==> src/rtl/core_ex_wbck.sv <==
// Writeback arbiter: merges ALU and LSU results onto the single register-file write port,
// with an anti-starvation counter that eventually forces ALU priority over a busy LSU.
module core_ex_wbck #(
    parameter int unsigned XLEN        = 32,
    parameter int unsigned RFIDX_WIDTH = 5,
    parameter int unsigned STARVE_MAX  = 3
) (
    input  logic                   clk,
    input  logic                   rst,

    input  logic                   alu_wbck_valid,
    output logic                   alu_wbck_ready,
    input  logic [RFIDX_WIDTH-1:0] alu_wbck_idx,
    input  logic [XLEN-1:0]        alu_wbck_dat,

    input  logic                   lsu_wbck_valid,
    output logic                   lsu_wbck_ready,
    input  logic [RFIDX_WIDTH-1:0] lsu_wbck_idx,
    input  logic [XLEN-1:0]        lsu_wbck_dat,

    output logic                   wb_dest_wen,
    output logic [RFIDX_WIDTH-1:0] wb_dest_idx,
    output logic [XLEN-1:0]        wb_dest_dat,
    output logic [3:0]             starve_cnt_o
);

    localparam int unsigned CNT_W = 4;
    localparam logic [CNT_W-1:0] CNT_MAX = CNT_W'(STARVE_MAX);

    logic                   starved;
    logic                   alu_fire;
    logic                   lsu_fire;
    logic                   any_fire;
    logic [RFIDX_WIDTH-1:0] sel_idx;
    logic [XLEN-1:0]        sel_dat;
    logic [CNT_W-1:0]       cnt_nxt;

    assign starved = (starve_cnt_o == CNT_MAX);

    // Ready depends only on the other source's valid, so a source can never gate itself.
    always_comb begin
        alu_wbck_ready = 1'b0;
        lsu_wbck_ready = 1'b0;
        if (!rst) begin
            if (starved) begin
                alu_wbck_ready = 1'b1;
                lsu_wbck_ready = !alu_wbck_valid;
            end else begin
                lsu_wbck_ready = 1'b1;
                alu_wbck_ready = !lsu_wbck_valid;
            end
        end
    end

    assign alu_fire = alu_wbck_valid && alu_wbck_ready;
    assign lsu_fire = lsu_wbck_valid && lsu_wbck_ready;
    assign any_fire = alu_fire || lsu_fire;

    // At most one fire per cycle, so a simple priority mux is sufficient.
    always_comb begin
        sel_idx = lsu_wbck_idx;
        sel_dat = lsu_wbck_dat;
        if (alu_fire) begin
            sel_idx = alu_wbck_idx;
            sel_dat = alu_wbck_dat;
        end
    end

    always_comb begin
        cnt_nxt = '0;
        if (alu_wbck_valid && !alu_wbck_ready) begin
            cnt_nxt = starved ? CNT_MAX : CNT_W'(starve_cnt_o + CNT_W'(1));
        end
    end

    // Index/data hold when idle; x0 writes flow through but never raise the enable.
    always_ff @(posedge clk) begin
        if (rst) begin
            wb_dest_wen  <= 1'b0;
            wb_dest_idx  <= '0;
            wb_dest_dat  <= '0;
            starve_cnt_o <= '0;
        end else begin
            wb_dest_wen  <= any_fire && (sel_idx != '0);
            starve_cnt_o <= cnt_nxt;
            if (any_fire) begin
                wb_dest_idx <= sel_idx;
                wb_dest_dat <= sel_dat;
            end
        end
    end

endmodule

==> config.mk <==
export PLATFORM = sky130hd
export DESIGN_NAME = core_ex_wbck
export DESIGN_NICKNAME = d
export VERILOG_FILES = /design/src/rtl/core_ex_wbck.sv
export SDC_FILE = /design/constraint.sdc
export NUM_CORES = 1
export LEC_CHECK = 0
export BUFFER_PORTS_ARGS = -buffer_cell sky130_fd_sc_hd__buf_2
export CORE_AREA = 4 4 86 80
export DETAILED_ROUTE_END_ITERATION = 12
export DIE_AREA = 0 0 90 84
export PLACE_DENSITY = 0.8
export SYNTH_ARGS = -nofsm -noshare
export SYNTH_HDL_FRONTEND = slang
export SYNTH_SLANG_ARGS = --single-unit
export TNS_END_PERCENT = 30
==> constraint.sdc <==
create_clock -name clk -period 1.7 [get_ports clk]
set_clock_uncertainty 0.1 [all_clocks]
set_input_delay 0.085 -clock clk [delete_from_list [all_inputs] [get_ports clk]]
set_output_delay 0.085 -clock clk [all_outputs]
set_load 0.1 [all_outputs]
# After elaboration in Yosys (flattened, before gate mapping)
# Index checks and enable logic that the tools add are counted.
# totals
reg_bits,42
latchBits,0
mem_bits_rw,0
rom_bits,0
output_inout_bits,44
memories,0
# classes
add_sub_neg,1
multipliers,0
div_mod_pow,0
order_cmp,0
eq_ne,1
shift,0
mux,7
n_bitwise,1
reduce_logical,11
# ops
cell,count
$mux W32,1
$mux W5,1
$reduce_bool A5 Y1,1
$add A4 B1 Y4 const B,1
$eq A4 B2 Y1 const B,1
$logic_and A1 B1 Y1,4
$mux W1,4
$logic_not A1 Y1,3
$reduce_or A3 Y1,1
$mux W2,1
$reduce_or A2 Y1,1
$logic_or A1 B1 Y1,1
$not A1 Y1,1

# Longest topological paths before layout
# Gate-level depths: netlist of run 1.
# logic_depth
word_depth,7
mapped_depth,6

# Least setup slack after synthesis of run 1
# No wires, ideal clock.
# synth_path
path_type,flip-flop to output port
startpoint,register starve_cnt_o[0]
endpoint,output port alu_wbck_ready
arrival_ns,3.394
required_ns,1.515
setup_slack_ns,-1.879
path_stages_with_launch,5
n_path_buf,1
path_cell_list,dfxtp_1 ha_1 or3b_1 clkbuf_1 a21oi_1
# synth_via
elab_chain_cells,3
# synth_lines
item,line,source
start: declaration,24,output logic [3:0] starve_cnt_o
start signal: assignment,85,starve_cnt_o <= cnt_nxt;
$eq A4 B2 Y1,38,assign starved = (starve_cnt_o == CNT_MAX);
$mux W1,45,if (starved) begin
$mux W1,44,if (!rst) begin
end: declaration,12,"output logic alu_wbck_ready,"
# No other way between the ends.

# Worst setup path after layout of run 1
# Same ends and word-level chain as after synthesis.

==> results list, run 1 <==
- Number of clock buffers inserted by TritonCTS: 5
* Share of the clock period used by the worst path after layout: 110%
- The number of antenna diodes in the final layout is 0.
* Final Total Pwr: 3.17 mW
- Depth of the worst register-to-register path: 6
- Buffers placed on the I/O ports in this run total 121.
- Net switching power: 1.33 mW
* Filler Cell Count: 453
- Syn_area_per_cell: 8.64 um2
* Via count of the first global-routing pass: 3140
- Synthesis handed over a netlist of 287 instances.
- Crit. End Element: primary output
* Critical Path AT: 1.69 ns
- Headroom to the max-slew limit came out at 48.6%.
- The total overflow left after global routing is 0.
- Entering global routing, the biggest net connects 38 pins.
- Count of standard-cell rows: 27
* Post-synth net total: 366
- Number of pins with negative max-slew slack in the final report: 0
* Clock latency on the worst-skew pair: 0.29 ns
* Die span in x: 90 um
- Across the VDD grid, the largest voltage drop is 460 uV.
- PD cells: 770 nW/um2
* Peak Freq: 0.533 GHz
- In this run the critical register-to-register path is launched from starve_cnt_o[0].
- Yosys printed 0 warnings.
- Combinational cells account for 40.8% of the total power.
- TritonCTS Sinks: 42
- In this run the clock root is driven by a clkbuf_8.
* Final RePlAce weighted congestion: 0.793
- Share of cells above drive strength 1: 46.7%
- From bottom edge to top edge, the die measures 84 um.
* Clock tree from TritonCTS: built
- Number of H-tree levels: 2
* Critical Path RT: 1.51 ns
- Setup repair after global routing could not meet its margin everywhere.
* Total count of hold-check failures in the final report: 0
* Antenna violations before repair: 0
* Leading cell types in the layout, fill and taps excluded: 119 x buf_2, 42 x nor2_1, 38 x dfxtp_1
- After synthesis, the cell types taking the most area are dfxtp_1 34%, a211oi_1 11%, o211ai_1 11%.
* Number of DRC markers in iteration 0: 156
* Switching part of the total: 41.8%
- Setup violations remaining at the end of the flow were counted as 39.
- Detailed routing inserted a total of 3054 vias.
- Total routing usage reported by global routing: 24.3%
* Placed wire-length estimate after detailed placement: 5680 um
- No sink is reached through more buffers than the 2 on the longest clock path.
- First element of the critical path: starve_cnt_o[0]
- Static leakage: 1.72 nW
- Starting utilization of the core area: 41.5%
- In this run the remaining antenna-violating nets after routing total 0.
* Transition time at the pin with the least slew margin: 0.771 ns
* Result of the run: finished, violations left
- Largest fanout of any net on the critical path: 2
- In the routed layout, each cell is associated on average with a via count of 5.91.
- The path class of the tightest hold or removal check is input pin to register.
* Full die area: 7560 um2
- After layout, the minimum clock period comes to 1.87 ns.
* Total of max-cap violations: 0
- Synthesized area: 2480 um2
- The share of total power dissipated in sequential elements is 34.7%.
- Synthesis inferred 42 register bits.
- Compared with the post-synthesis result, the final layout area differs by 66.2%.
- In this run the standard cell core region covers 5980 um2.
- The critical path is of the register to primary output type.
- Min setup slack post-route: -0.175 ns
* Final Net Count: 523
- For the final routed database, the setup TNS stands at -2.44 ns.
* Most common cell after layout, fill and taps aside: buf_2
- During I/O placement, the number of pins put on the boundary was 122.
- The first global-routing pass estimated 15500 um of wire.
- Violated checks: setup timing
- Internal power: 1.85 mW
- Post-synth top area cell: dfxtp_1
- Across all register-to-register paths, the minimum setup slack is -0.15 ns.
* Number of unique standard cell types used by synthesis: 29
- Clock-pin slew was measured on the worst setup and hold paths at 0.09 ns.
- Dividing the detail-routed wire length by the instance count gives 18.2 um.
* Clock power frac: 24.4%
* Share of Yosys cell area claimed by the top area cell type: 33.9%
- Sequential element share of the synthesized area: 33.9%
- The worst setup path is launched from a register.
- Routed wire length: 9430 um
- For this run, design rule violations remaining after detail routing come to 0.
- Worst r2r dst: wb_dest_dat[11]
- Endpoint of the worst setup timing path: alu_wbck_ready
- First drt pass iteration count: 4
registers in the layout, summed over array words and instances (netlist names):
signal        count
starve_cnt_o      4
wb_dest_idx       5
wb_dest_dat      32
wb_dest_wen       1
per-layer routing:
| metal | wire [um] | global-route usage (%) | share of wire [%] |
|---|---|---|---|
| met3 | 608 | 6.76 | 6.5 |
| met2 | 4710 | 42.7 | 50 |
| met4 | 202 | 6.26 | 2.1 |
| met5 | 0 | 0 | 0 |
| met1 | 3910 | 29.1 | 41 |
layout make-up:
type                       instances  area [um2]  area share [%]
tap                               72        90.1            2.19
timing repair buffer             185        1310            31.8
sequential                        42         853            20.7
clock buffer                       8         110            2.67
inverter                           2        7.51           0.182
multi-input combinational        208        1750            42.4
worst max-delay path: stages, from the launching register on:
cell	delay, ns
dfxtp_4	0.37
ha_4	0.13
or3b_4	0.41
buf_12	0.14
a21oi_4	0.15
buf_12	0.19
logic make-up (layout without fill, tap and decap cells):
| group | after synthesis | in the layout | share of synthesized area (%) |
|---|---|---|---|
| and+or+nand+nor | 89 | 89 | 18.5 |
| AOI/OAI and AO/OA | 116 | 116 | 39.3 |
| adders and majority gates | 1 | 1 | 0.504 |
| DFF | 42 | 42 | 33.9 |
| xor gates and xnor gates | 2 | 2 | 0.706 |
| buffers and inverters | 37 | 195 | 7.16 |
worst min path at each step:
stage	end	slack [ns]	startpoint	cells past startpoint
3_5_place_dp	wb_dest_dat[16]	0.27	alu_wbck_dat[16]	3
3_3_place_gp	wb_dest_dat[15]	0.27	alu_wbck_dat[15]	3
2_1_floorplan	wb_dest_dat[10]	0.16	alu_wbck_dat[10]	2
6_report	wb_dest_dat[9]	0.05	lsu_wbck_dat[9]	3
5_1_grt	wb_dest_dat[25]	0.07	lsu_wbck_dat[25]	3
4_1_cts	wb_dest_dat[28]	0.04	lsu_wbck_dat[28]	3
synth_stat cells:
master and n:
a21oi_1 3, or2_2 1, a211oi_1 37, nand3_1 2
buf_1 1, clkbuf_1 17, nand2b_1 1, a221oi_1 27
buf_4 2, xor2_1 1, nor2_2 1, and2_1 37
xnor2_1 1, or4_1 1, nor3b_2 1, ha_1 1
or3b_1 1, o211ai_1 37, nor3_1 1, nor2_1 42
inv_1 2, buf_6 2, o22ai_1 1, a2bb2o_1 1
dfxtp_1 42, clkbuf_2 1, buf_2 12, a221oi_2 10
nor2b_1 1
per-stage QoR:
step | worst slack [ns] | util (%) | instances | hold WS [ns] | area (um2)
6_report | -0.175 | 68.9 | 517 | 0.0533 | 4120
3_5_place_dp | -0.00599 | 55.4 | 463 | 0.274 | 3310
3_3_place_gp | 0.0456 | 55.4 | 463 | 0.268 | 3310
2_1_floorplan | -0.319 | - | 287 | 0.160 | 2560
4_1_cts | -0.188 | 67.8 | 517 | 0.0438 | 4060
5_1_grt | -0.215 | 68.9 | 517 | 0.0655 | 4120
timing repair:
item,4_1_cts,5_1_grt
gates cloned,1,0
setup endpoints to repair,7,41
hold buffers,37,0
endpoints found under the hold margin,37,0
pin swaps,41,8
buffers inserted,8,0
resized for setup,27,8
power groups by stage:
stage	Sequential, mW	Combinational (mW)	Clock (mW)
after global routing	1.11	1.35	0.836
after global placement	1.12	1.14	0
after floorplan	1.69	0.297	0
after detailed placement	1.12	1.15	0
after CTS	1.10	1.26	0.788
final	1.10	1.30	0.775
Note: power is estimated with default switching activity, not from simulation.
==> inputs of run 2 (changes only) <==
--- a/config.mk
+++ b/config.mk
@@ -5,11 +5,12 @@
 export SDC_FILE = /design/constraint.sdc
 export NUM_CORES = 1
 export LEC_CHECK = 0
+export ABC_AREA = 1
 export BUFFER_PORTS_ARGS = -buffer_cell sky130_fd_sc_hd__buf_2
-export CORE_AREA = 4 4 86 80
+export CORE_AREA = 4 4 71 90
 export DETAILED_ROUTE_END_ITERATION = 12
-export DIE_AREA = 0 0 90 84
-export PLACE_DENSITY = 0.8
+export DIE_AREA = 0 0 75 94
+export PLACE_DENSITY = 0.78
 export SYNTH_ARGS = -nofsm -noshare
 export SYNTH_HDL_FRONTEND = slang
 export SYNTH_SLANG_ARGS = --single-unit
==> results list, run 2 <==
- Total count of hold-check failures in the final report: 0 (unchanged)
* Starting utilization of the core area: 37.5% (-4.0 points)
* Post-CTS setup buffers: 0 (-8)
- Buffer type at the clock tree root: clkbuf_8
- The total number of clock tree sinks is 42 (unchanged).
* Largest buffer count on any clock path: 2 (unchanged)
- Die span in x: 75 um (-17%)
- Minimum clock period: 1.59 ns (-0.280 ns)
* Share of Yosys cell area claimed by the top area cell type: 39.9% (+6.0 points)
* Routed wire per std cell: 12.4 um (-32%)
* Final Total Pwr: 2.73 mW (-14%)
- The share of flip-flops with an asynchronous set or reset after synthesis is 0% (unchanged).
* Leading cell types in the layout, fill and taps excluded: 119 x buf_2, 48 x inv_1, 47 x a21oi_1
- Share of the clock period used by the worst path after layout: 93.8% (-16 points)
* Setup Crit Path Kind: register to primary output
- Worst slew slack as a fraction of its limit: 66.8% (+18 points)
- The initial antenna violation count was 0 (unchanged).
- First-pass GRT wire length: 9680 um (-37%)
- The total count of max-transition violations in the final report came to 0 (unchanged).
- Post-synthesis sequential element count: 42 (unchanged)
- The achievable clock frequency came to 0.627 GHz (+18%).
- Count of standard-cell rows: 31 (+15%)
* Boundary Pins: 122 (unchanged)
- Number of remaining DRC errors: 0 (unchanged)
- The leakage power summed over all cells was 1.64 nW (-4.7%).
- Setup repair after global routing left no endpoint under its margin.
- The final RePlAce weighted congestion came to 0.811 (+2.2%).
- Min setup slack post-route: 0.105 ns (+0.280 ns)
- Most common cell after layout, fill and taps aside: buf_2
- Accumulated negative setup slack: 0 ns (+2.44 ns)
* Clock-pin slew of the registers on the worst-case setup and hold paths: 0.08 ns (about the same)
* Sequential element share of the synthesized area: 39.9% (+6.0 points)
- Number of unique standard cell types used by synthesis: 26 (-10%)
* Amount of wire on met3 after detailed routing: 417 um (-31%)
- Largest net degree at the start of global routing: 35 (-7.9%)
- Total routing usage reported by global routing: 17.4% (-6.9 points)
- Post-synth top area cell: dfxtp_1
- The power density normalized to cell area is 850 nW/um2 (+10%).
* Most used standard cells in the synthesized netlist: 48 x inv_1, 47 x a21oi_1, 46 x nand2_1, 42 x dfxtp_1, 32 x o21ai_1
* Number of DRC markers in iteration 0: 68 (-56%)
- Remaining antenna violation count after routing: 0 (unchanged)
* Yosys Warn Count: 0 (unchanged)
* Count of inserted antenna diode cells: 0 (unchanged)
- The fill cell total of the finished layout was 511 (+13%).
- Largest register FFs: 32 (unchanged)
- Top reg by flops: wb_dest_dat
- Synthesized area: 2110 um2 (-15%)
* Pre-CTS setup slack: 0.163 ns (+0.169 ns)
* Critical Path RT: 1.51 ns (about the same)
- Worst hold-check path type: input pin to register
* Clock latency on the worst-skew pair: 0.28 ns (about the same)
* Routed wire length: 6170 um (-35%)
- Gate count of the mapped netlist: 284 (-1.0%)
- The area inside the core boundary was 5620 um2 (-5.9%).
- Depth of the worst register-to-register path: 9 (+3)
- The cell depth of the worst hold path came to 3 (unchanged).
- The post-layout net count came to 509 (-2.7%).
* Top Registers: wb_dest_dat x32, wb_dest_idx x5, starve_cnt_o x4
- The worst vdd rail ir drop is 605 uV (+32%).
- Met1 wire length: 2260 um (-42%)
- The count of H-tree levels built during CTS is 2 (unchanged).
- Signal routing reaches up to met4.
* Startpoint Class: register
- The detailed-router iteration count before antenna repair came to 4 (unchanged).
- The slew of the pin with the lowest slew margin is 0.501 ns (-0.269 ns).
- Share of cells above drive strength 1: 39.4% (-7.3 points)
* Result of the run: complete, no violations
- Top-count cell post-synth: inv_1
- The data arrival time of the critical path came to 1.41 ns (-0.28 ns).
- The count of input and output buffers was 121 (unchanged).
* Largest fanout of any net on the critical path: 5 (+3)
- Placed wire-length estimate after detailed placement: 4160 um (-27%)
- Flip-flop cell with the highest count after synthesis: dfxtp_1
- Number of clock buffers inserted by TritonCTS: 5 (unchanged)
* Clock tree from TritonCTS: built
- Full die area: 7050 um2 (-6.7%)
* GRT overflow: 0 (unchanged)
- Layout-stage area growth over the synthesis result: 52.3%
- Via count of the first global-routing pass: 2387 (-24%)
- Via-to-Cell Ratio: 4.74 (-20%)
* Crit. End Element: primary output
- Die boundary height: 94 um (+12%)
- Total length of routed met2 wires: 3420 um (-27%)
- The synthesized netlist net count came to 363 (-0.82%).
- The number of vias after detailed routing came to 2355 (-23%).
- The final number of setup-violating endpoints was 0 (-100%).
- The worst hold slack across all endpoints was 0.00472 ns (-0.0486 ns).
- Syn_area_per_cell: 7.42 um2 (-14%)
* Total of max-cap violations: 0 (unchanged)
* Largest cells by area after synthesis: dfxtp_1 40%, a21oi_1 11%, inv_1 8.5%
* Number of enable-type register cells in the synthesized netlist: 0 (unchanged)
==> run 2: cell types whose count changed in the layout (fill, tap and decap cells not counted), sizes merged, moves of 2 or more <==
| cell | before | now |
|---|---|---|
| a21oi | 3 | 65 |
| nand2 | 0 | 49 |
| inv | 2 | 50 |
| o21ai | 0 | 38 |
| a211oi | 37 | 0 |
| a221oi | 37 | 0 |
| and2 | 37 | 0 |
| nor2 | 43 | 8 |
| o211ai | 37 | 3 |
| buf | 148 | 126 |
| dlygate4sd3 | 37 | 30 |
| a21o | 0 | 2 |
| nand3 | 2 | 4 |
==> run 2: final cells by class <==
cell class	count	area, um2	share of cell area [%]
repair buffers	157	1010	31.5
multi-input cells	173	963	30.0
flip-flops and latches	42	851	26.5
inverters	51	194	6.04
clock buffers	8	110	3.43
well taps	66	82.6	2.57
==> run 2: path summary, 6_finish.rpt <==
path | startpoint | to | slack (ns)
max | starve_cnt_o[0] | alu_wbck_ready | 0.11
min | alu_wbck_dat[21] | wb_dest_dat[21] | 0.005
max reg2reg | starve_cnt_o[0] | wb_dest_wen | 0.17
min reg2reg | starve_cnt_o[0] | starve_cnt_o[0] | 0.34
==> run 2: report_power, final <==
group          internal [mW]  switching (mW)
sequential              1.04          0.0294
clock                  0.410           0.319
combinational          0.250           0.680
total                   1.70            1.03
==> run 2: per-layer routing <==
layer	track usage, %	vias to the layer above
li1	-	1204
met1	17.5	1069
met2	33.1	74
met3	4.39	8
met4	6.38	0
met5	0	-
==> run 2: cell families (layout without fill, tap and decap cells) <==
group,Yosys count,after routing,share of synthesized area (%)
AOI/OAI and AO/OA,108,108,30.0
DFF,42,42,39.9
xor gates and xnor gates,1,1,0.416
and+or+nand+nor,63,63,13.5
buffers and inverters,69,216,15.7
adders and majority gates,1,1,0.593
==> run 2: per-stage QoR <==
step | instance area [um2] | cells | utilization, %
floorplan | 2130 | 284 | -
global placement | 2760 | 458 | 49.1
detailed placement | 2760 | 458 | 49.1
CTS | 3180 | 496 | 56.5
global route | 3210 | 497 | 57.1
finish | 3210 | 497 | 57.1
==> run 2: worst max-delay path, cell delays in order, from the launching register on <==
cell and delay, ns:
dfxtp_4 0.37, ha_2 0.18, nand2_2 0.07, nand2_4 0.11, inv_1 0.09, nor2_4 0.13
buf_12 0.18
==> run 2: what timing repair did <==
| action | in CTS | in global routing |
|---|---|---|
| cloned | 0 | 1 |
| setup endpoints to repair | 1 | 1 |
| resized for setup | 1 | 2 |
| hold endpoints to repair | 30 | 0 |
| hold buffers | 30 | 0 |
==> inputs of run 3 (changes only) <==
--- a/config.mk
+++ b/config.mk
@@ -11,6 +11,7 @@
 export DETAILED_ROUTE_END_ITERATION = 12
 export DIE_AREA = 0 0 75 94
 export PLACE_DENSITY = 0.78
+export RECOVER_POWER = 25
 export SYNTH_ARGS = -nofsm -noshare
 export SYNTH_HDL_FRONTEND = slang
 export SYNTH_SLANG_ARGS = --single-unit
==> constraint.sdc (replaced) <==
create_clock -name clk -period 1.41 [get_ports clk]
set_clock_uncertainty 0.1 [all_clocks]
set_input_delay 0.0705 -clock clk [delete_from_list [all_inputs] [get_ports clk]]
set_output_delay 0.0705 -clock clk [all_outputs]
set_load 0.1 [all_outputs]
==> results list, run 3 (synthesized netlist as in run 2, its figures left out) <==
- Via count of the first global-routing pass: 2217 (-7.1%)
* Total count of hold-check failures in the final report: 0 (unchanged)
- The worst hold slack across all endpoints came to 0.0251 ns (+0.0204 ns).
- The global-route wire length before repair is 9320 um (-3.7%).
* Leading cell types in the layout, fill and taps excluded: 107 x buf_2, 46 x inv_1, 46 x nand2_1
- Non-filler instance count after layout: 517 (+4.0%)
- For this design, the slowest cell found on the critical path is dfxtp_4.
* Peak Freq: 0.655 GHz
- VDD IR-drop max: 514 uV (-15%)
- Number of clock buffers inserted by TritonCTS: 5 (unchanged)
- The instance area after placement came to 2850 um2 (+3.2%).
- The power density normalized to cell area is 919 nW/um2 (+8.1%).
- Top Registers: wb_dest_dat x32, wb_dest_idx x5, starve_cnt_o x4
* Total routing usage reported by global routing: 17.1% (-0.32 points)
- Crit path largest cell delay: 0.36 ns (about the same)
* Finished Cell Area: 3520 um2 (+9.5%)
- Die span in x: 75 um (unchanged)
- The area growth from synthesis to layout is 66.8%.
- The sum of net half-perimeters after detailed placement is 4180 um (+0.45%).
- The post-placement setup slack came to -0.0502 ns (-0.214 ns).
- Worst setup slack for register-to-register paths: -0.07 ns (-0.24 ns)
- Buffer type at the clock tree root: clkbuf_8
- The number of remaining DRC errors was 0 (unchanged).
- Crit. End Element: primary output
- Share of the clock period used by the worst path after layout: 108%
* Largest fanout of any net on the critical path: 3 (-2)
- First element of the critical path: starve_cnt_o[1]
* Static leakage: 1.77 nW (+7.8%)
- For the finished layout, the period the worst path requires is 1.53 ns.
* Clock latency on the worst-skew pair: 0.29 ns (about the same)
- Count of inserted antenna diode cells: 0 (unchanged)
- The effective utilization at floorplan came to 37.5% (unchanged).
* Number of cells in the design after placement: 463 (+1.1%)
- The count of input and output buffers came to 121 (unchanged).
- Highest metal layer with signal wires: met4
- Leaving out fill and tap cells, the most frequent cell in the layout is buf_2.
- Routed wire per std cell: 13.1 um (+5.2%)
* Transition time at the pin with the least slew margin: 0.543 ns (+0.0415 ns)
- Share of cells above drive strength 1: 43.2% (+3.8 points)
- The area inside the core boundary is 5620 um2 (unchanged).
* TritonCTS Sinks: 42 (unchanged)
- Startpoint Class: register
- Routed wire length: 6750 um (+9.4%)
- Count of standard-cell rows: 31 (unchanged)
- Largest register FFs: 32 (unchanged)
- The count of H-tree levels built during CTS is 2 (unchanged).
- Total length of routed met2 wires: 3600 um (+5.4%)
- Number of pins with negative max-slew slack in the final report: 0 (unchanged)
* Clock-pin slew of the registers on the worst-case setup and hold paths: 0.08 ns (about the same)
- The per-cell via count in the routed design came to 4.73 (-0.15%).
- Violated checks: setup timing
* Setup repair after global routing missed its margin: true
* Antenna violations before repair: 0 (unchanged)
- Final RePlAce weighted congestion: 0.807 (-0.42%)
- The depth of the worst register-to-register path is 9 (unchanged).
- The required time of the worst setup path came to 1.24 ns (-0.27 ns).
- Top reg by flops: wb_dest_dat
* Via total after detailed routing: 2446 (+3.9%)
- Walking the worst path, the cells encountered are ha_4 -> nand2_4 -> nand2_8 -> buf_6 -> inv_4 -> nor2_4 -> buf_12.
* Full die area: 7050 um2 (unchanged)
* Filler Cell Count: 483 (-5.5%)
* Endpoint of the worst setup timing path: alu_wbck_ready
- Total of max-cap violations: 0 (unchanged)
- Worst r2r dst: wb_dest_wen
- Setup Crit Path Kind: register to primary output
* Largest net degree at the start of global routing: 38 (+8.6%)
- The worst slew margin relative to its limit was 64.0% (-2.8 points).
- The final number of setup-violating endpoints was 25 (+25).
- The vertical die dimension was 94 um (unchanged).
- The flow ran to the end, but the final reports show violations.
- The total I/O pin count was 122 (unchanged).
- Min setup slack post-route: -0.117 ns (-0.223 ns)
* Reg2reg start: starve_cnt_o[1]
- TritonCTS built the clock tree.
- The count of nets left with antenna violations after detail routing was 0 (unchanged).
- The data arrival time of the critical path came to 1.36 ns (-0.05 ns).
- Worst hold-check path type: input pin to register
* Final Net Count: 529 (+3.9%)
* Amount of wire on met3 after detailed routing: 404 um (-3.1%)
* Met1 wire length: 2490 um (+10%)
- The maximum clock path buffer count is 2 (unchanged).
- Number of DRC markers in iteration 0: 120 (+76%)
* GRT overflow: 0 (unchanged)
- First drt pass iteration count: 4 (unchanged)
* Final cell utilization of the core: 62.5% (+5.4 points)
==> run 3: worst max-delay path, delay by kind of cell, from the launching register on <==
kind	cells	cell delay [ns]
flops	1	0.36
buf+inv	3	0.31
simple gates	3	0.23
fa+ha+maj	1	0.14
==> run 3: report_power, final <==
group / total [mW] / switching, mW / internal, mW / leakage [nW]
registers: 1.29 / 0.0382 / 1.25 / 0.349
clock network: 0.739 / 0.387 / 0.352 / 0.0395
logic: 1.20 / 0.849 / 0.353 / 1.38
total: 3.23 / 1.27 / 1.96 / 1.77
==> run 3: layout make-up <==
class	instances	area (um2)	share of cell area (%)
Clock buffer	8	80.1	2.28
Timing Repair Buffer	176	1260	35.8
Tap cell	66	82.6	2.35
Sequential cell	42	856	24.3
Inverter	51	196	5.59
Multi-Input combinational cell	174	1040	29.6
==> run 3: repair_timing <==
| action | CTS | global route |
|---|---|---|
| hold buffers | 32 | 0 |
| setup buffers | 2 | 6 |
| gates resized for setup | 4 | 12 |
| pin swaps | 3 | 10 |
| hold endpoints to repair | 32 | 0 |
| gates cloned | 0 | 6 |
| endpoints found under the setup margin | 33 | 37 |
==> run 3: through the flow <==
step                setup TNS [ns]  power, mW
finish                      -0.562       3.23
global route                 -3.47       3.39
CTS                          -1.56       3.19
detailed placement          -0.999       2.38
global placement            -0.216       2.36
floorplan                    -4.41       2.13
==> run 3: worst min path at each step <==
stage	startpoint	end	slack [ns]	cells past startpoint
2_1_floorplan	alu_wbck_dat[7]	wb_dest_dat[7]	0.15	2
3_3_place_gp	alu_wbck_dat[30]	wb_dest_dat[30]	0.24	3
3_5_place_dp	alu_wbck_dat[31]	wb_dest_dat[31]	0.25	3
4_1_cts	alu_wbck_idx[3]	wb_dest_wen	0.01	5
5_1_grt	lsu_wbck_dat[13]	wb_dest_dat[13]	0.05	5
6_report	alu_wbck_idx[3]	wb_dest_wen	0.03	5
==> run 3: per-layer routing <==
| metal | track usage [%] | vias to the layer above |
|---|---|---|
| li1 | - | 1250 |
| met1 | 18.0 | 1086 |
| met2 | 30.5 | 89 |
| met3 | 4.07 | 21 |
| met4 | 8.75 | 0 |
| met5 | 0 | - |
